==> config.mk <==
export PLATFORM = sky130hd
export DESIGN_NAME = ladybird_bus_arbiter
export DESIGN_NICKNAME = d
export VERILOG_FILES = /design/src/rtl/ladybird_config.sv /design/src/rtl/ladybird_bus_arbiter.sv
export SDC_FILE = /design/constraint.sdc
export NUM_CORES = 1
export LEC_CHECK = 0
export ABC_AREA = 1
export CORE_AREA = 2 2 120 122
export DETAILED_ROUTE_END_ITERATION = 6
export DIE_AREA = 0 0 122 124
export PLACE_DENSITY = 0.77
export SLEW_MARGIN = 10
export SYNTH_ARGS = -nofsm -noshare
export SYNTH_HDL_FRONTEND = slang
export SYNTH_SLANG_ARGS = --single-unit
==> constraint.sdc <==
create_clock -name clk -period 5.1 [get_ports clk]
set_clock_uncertainty 0.1 [all_clocks]
set_input_delay 0.765 -clock clk [delete_from_list [all_inputs] [get_ports clk]]
set_output_delay 0.765 -clock clk [all_outputs]
set_load 0.05 [all_outputs]
==> src/rtl/ladybird_config.sv <==
// Shared configuration for the ladybird core: datapath and address width.
package ladybird_config;

  localparam int unsigned XLEN = 32;

endpackage

==> src/rtl/ladybird_bus_arbiter.sv <==
// Two-requester round-robin arbiter onto one memory port; one transaction in flight.
// Grants and the response path are combinational decodes of the registered FSM.
module ladybird_bus_arbiter #(
  parameter int unsigned XLEN = ladybird_config::XLEN
) (
  input  logic              clk,
  input  logic              arst,
  input  logic              m0_req,
  input  logic [XLEN-1:0]   m0_addr,
  input  logic [XLEN-1:0]   m0_wdata,
  input  logic [XLEN/8-1:0] m0_wstrb,
  output logic              m0_gnt,
  output logic              m0_data_gnt,
  output logic [XLEN-1:0]   m0_rdata,
  input  logic              m1_req,
  input  logic [XLEN-1:0]   m1_addr,
  input  logic [XLEN-1:0]   m1_wdata,
  input  logic [XLEN/8-1:0] m1_wstrb,
  output logic              m1_gnt,
  output logic              m1_data_gnt,
  output logic [XLEN-1:0]   m1_rdata,
  output logic              s_req,
  output logic [XLEN-1:0]   s_addr,
  output logic [XLEN-1:0]   s_wdata,
  output logic [XLEN/8-1:0] s_wstrb,
  input  logic              s_gnt,
  input  logic              s_data_gnt,
  input  logic [XLEN-1:0]   s_rdata
);

  localparam int unsigned SW = XLEN / 8;

  localparam logic [1:0] ST_IDLE     = 2'd0;
  localparam logic [1:0] ST_ISSUE    = 2'd1;
  localparam logic [1:0] ST_WAIT_RSP = 2'd2;

  logic [1:0]      r_state;
  logic [1:0]      w_state_nxt;
  logic            r_owner;
  logic            r_prio;
  logic [XLEN-1:0] r_addr;
  logic [XLEN-1:0] r_wdata;
  logic [SW-1:0]   r_wstrb;

  logic            w_any_req;
  logic            w_sel;
  logic            w_grant;
  logic            w_issue;
  logic            w_rsp;

  // r_prio names the requester that wins a tie; it points away from the last one served.
  assign w_any_req = m0_req | m1_req;
  assign w_sel     = (m0_req & m1_req) ? r_prio : m1_req;
  assign w_grant   = (r_state == ST_IDLE) & w_any_req & ~arst;
  assign w_issue   = (r_state == ST_ISSUE);
  assign w_rsp     = (r_state == ST_WAIT_RSP) & s_data_gnt;

  always_comb begin
    w_state_nxt = r_state;
    case (r_state)
      ST_IDLE:     if (w_any_req)  w_state_nxt = ST_ISSUE;
      ST_ISSUE:    if (s_gnt)      w_state_nxt = ST_WAIT_RSP;
      ST_WAIT_RSP: if (s_data_gnt) w_state_nxt = ST_IDLE;
      default:                     w_state_nxt = ST_IDLE;
    endcase
  end

  always_ff @(posedge clk or posedge arst) begin
    if (arst) begin
      r_state <= ST_IDLE;
    end else begin
      r_state <= w_state_nxt;
    end
  end

  // Capture the winner's request; fields hold until the next grant.
  always_ff @(posedge clk or posedge arst) begin
    if (arst) begin
      r_owner <= 1'b0;
      r_addr  <= '0;
      r_wdata <= '0;
      r_wstrb <= '0;
    end else if (w_grant) begin
      r_owner <= w_sel;
      r_addr  <= w_sel ? m1_addr  : m0_addr;
      r_wdata <= w_sel ? m1_wdata : m0_wdata;
      r_wstrb <= w_sel ? m1_wstrb : m0_wstrb;
    end
  end

  always_ff @(posedge clk or posedge arst) begin
    if (arst) begin
      r_prio <= 1'b0;
    end else if (w_rsp) begin
      r_prio <= ~r_owner;
    end
  end

  assign m0_gnt      = w_grant & ~w_sel;
  assign m1_gnt      = w_grant &  w_sel;

  assign s_req       = w_issue;
  assign s_addr      = w_issue ? r_addr  : '0;
  assign s_wdata     = w_issue ? r_wdata : '0;
  assign s_wstrb     = w_issue ? r_wstrb : '0;

  assign m0_data_gnt = w_rsp & ~r_owner;
  assign m1_data_gnt = w_rsp &  r_owner;
  assign m0_rdata    = m0_data_gnt ? s_rdata : '0;
  assign m1_rdata    = m1_data_gnt ? s_rdata : '0;

endmodule

==> flow_summary.ini <==
[placed_design]
place_ws_ns = 1.17
io_buffers = 310
routabilityCongestion = 0.767
hpwlAfterDp_um = 12500

[power]
switchingPower_uw = 1910
clkPwrFrac = 0.167
pwr-share-seq = 0.247
intPower_uw = 1980
p_total_uw = 3890
pwr-share-comb = 0.586
sw_frac_of_total = 0.491
vdd_drop_max_mv = 0.330
power.leakage_uw = 0.00415
p_per_area_mw_per_mm2 = 477

[floorplan]
core_area_mm2 = 0.0137
dieArea_mm2 = 0.0151
core.rowCount = 43
start_util = 0.340
die_h_um = 124
die_w_um = 122
ios = 311

[route]
routed_wirelength_um = 17200
drt-pass1-iter-count = 4
viasPerCell = 4.47
wl_per_cell_um = 13.7
drt-initial-drc-count = 202
drc = 0
vias = 5617
final_antenna_net_count = 0

[worst_setup_path]
critical_path_class = in2out
crit_path_start_kind = input pin
cp_slowest_stage_delay_ns = 0.82
arrival_ns = 3.07
end_kind = output port
cp.required_ns = 4.24
cp_cell_sequence = clkdlybuf4s50_1 -> nand3_1 -> nor2_1 -> inv_1 -> nor2_1 -> clkdlybuf4s50_1
r2r_cells = 6
cp_max_fo = 32
critPathSlowestCell = clkdlybuf4s50_1

[clock_tree]
cts.clk_slew.worst_paths_ns = 0.05
clkSinkCount = 72
clock_latency_ns = 0.33
cts_tree = built
post_cts_buffers = 0
cts_hold_buf = 0
cts-resized-gates = 0
htreeDepth = 3
clk_path_buf_depth = 2
cts_made_buffers = 9
cts_root_buf = clkbuf_16

[sta]
hold_slack_ns = 0.377
tightestPinTransition_ns = 0.936
hold_viol_final = 0
finalCriticalPeriod_ns = 3.93
clock.fmax_mhz = 254
fin_crit_sh = 0.771
maxSlewViolCount = 0
finalSetupViolCount = 0
fin_tns_setup_ns = 0
rsz0062_at_grt = no
slew_headroom = 0.376
setup_slack_ns = 1.17

[logic_synthesis]
synth_cells = 789
synth_seq_area_share = 0.386
yosysWarnings = 0
synth.avg_cell_area_um2 = 5.91
synth_fp_nets = 963
ys_types = 17
syn_area_mm2 = 0.00467
ys_seq_elements = 72

[global_routing]
grt_pass1_wl_um = 26600
grt-ovfl-total = 0
grt_max_degree = 73
grt_antenna_before_repair = 5
grt_pass1_vias = 5384
grt.total_usage = 0.225

[final_layout]
drive_gt1_frac = 0.0308
area_growth_pct = 74.8
fin_nets = 1242
fillerInstances = 1340
utilization = 0.594

[min_path]
min_delay_path_depth = 2
hold_path.class = reg2reg

[outcome]
status = complete, no violations

[job]
drv_cap = 0
## state kept, by name (all words and copies together), names as in the netlist
signal / cells
r_wstrb: 4
r_prio: 1
r_owner: 1
r_addr: 32
r_wdata: 32
r_state: 2
## routing by layer
layer	share of wire	track usage	up-vias
li1	-	-	2857
met1	0.37	0.235	2501
met2	0.51	0.418	215
met3	0.089	0.0710	40
met4	0.029	0.0934	4
met5	0.0012	0	-
## critical path, delay by kind of cell
kind          cells  cell delay (ns)
buf+inv           3             1.70
simple gates      3             0.59
## logic make-up (layout without fill, tap and decap cells)
family | after synthesis | count (layout) | synth area share
flops | 72 | 72 | 0.386
compound gates | 5 | 5 | 0.00831
buf+inv | 159 | 443 | 0.139
other cells | 0 | 3 | 0
simple gates | 553 | 553 | 0.467
## Yosys cell counts, drive strengths merged
cell type | count | area share
nand3 | 69 | 0.074
a21oi | 1 | 0.0011
o31ai | 1 | 0.0016
o211ai | 1 | 0.0027
clkbuf | 14 | 0.011
dfrtp | 72 | 0.39
buf | 35 | 0.039
inv | 110 | 0.088
o21ai | 2 | 0.0029
nand2 | 347 | 0.28
nor2 | 137 | 0.11
## path summary, 6_finish.rpt
path                       slack (ns)     endpoint  startpoint
max                              1.17  m1_rdata[8]  s_data_gnt
min                              0.38    r_addr[2]   r_addr[2]
max reg2reg                      3.24   r_addr[12]  r_state[0]
min reg2reg                      0.38    r_addr[2]   r_addr[2]
max in group asynchronous        3.20   r_wdata[1]        arst
min in group asynchronous        1.11    r_addr[3]        arst
## cell usage in the layout (no fill, tap or decap), types with 2 or more instances in the layout
master	count
dfrtp_1	72
diode_2	3
buf_4	7
nand3_1	69
inv_1	109
nand2_2	3
clkinvlp_4	3
nor2_1	135
clkbuf_8	2
nand2_1	344
clkdlybuf4s50_1	307
clkbuf_16	9
buf_12	2
## layout make-up
cell class,instances,area (µm²),area share
tap,180,225,0.0276
multi-input combinational,558,2230,0.273
sequential,72,1800,0.221
clock buffer,12,256,0.0315
timing repair buffer,317,3170,0.389
inverter,110,414,0.0508
clock inverter,4,52.6,0.00644
antenna,3,7.51,0.000921
## metrics by stage
stage / std cells / cell area, µm²
after floorplan: 789 / 4670
after global placement: 1237 / 7840
after detailed placement: 1237 / 7840
after CTS: 1253 / 8150
after global routing: 1255 / 8150
final: 1256 / 8160
## power by group through the flow
stage | clock, µW | combinational (µW) | sequential [µW]
floorplan | 0 | 1550 | 934
global placement | 0 | 2290 | 956
detailed placement | 0 | 2300 | 965
CTS | 662 | 2310 | 959
global route | 690 | 2480 | 994
finish | 648 | 2280 | 960
Note: power is estimated with default switching activity, not from simulation.
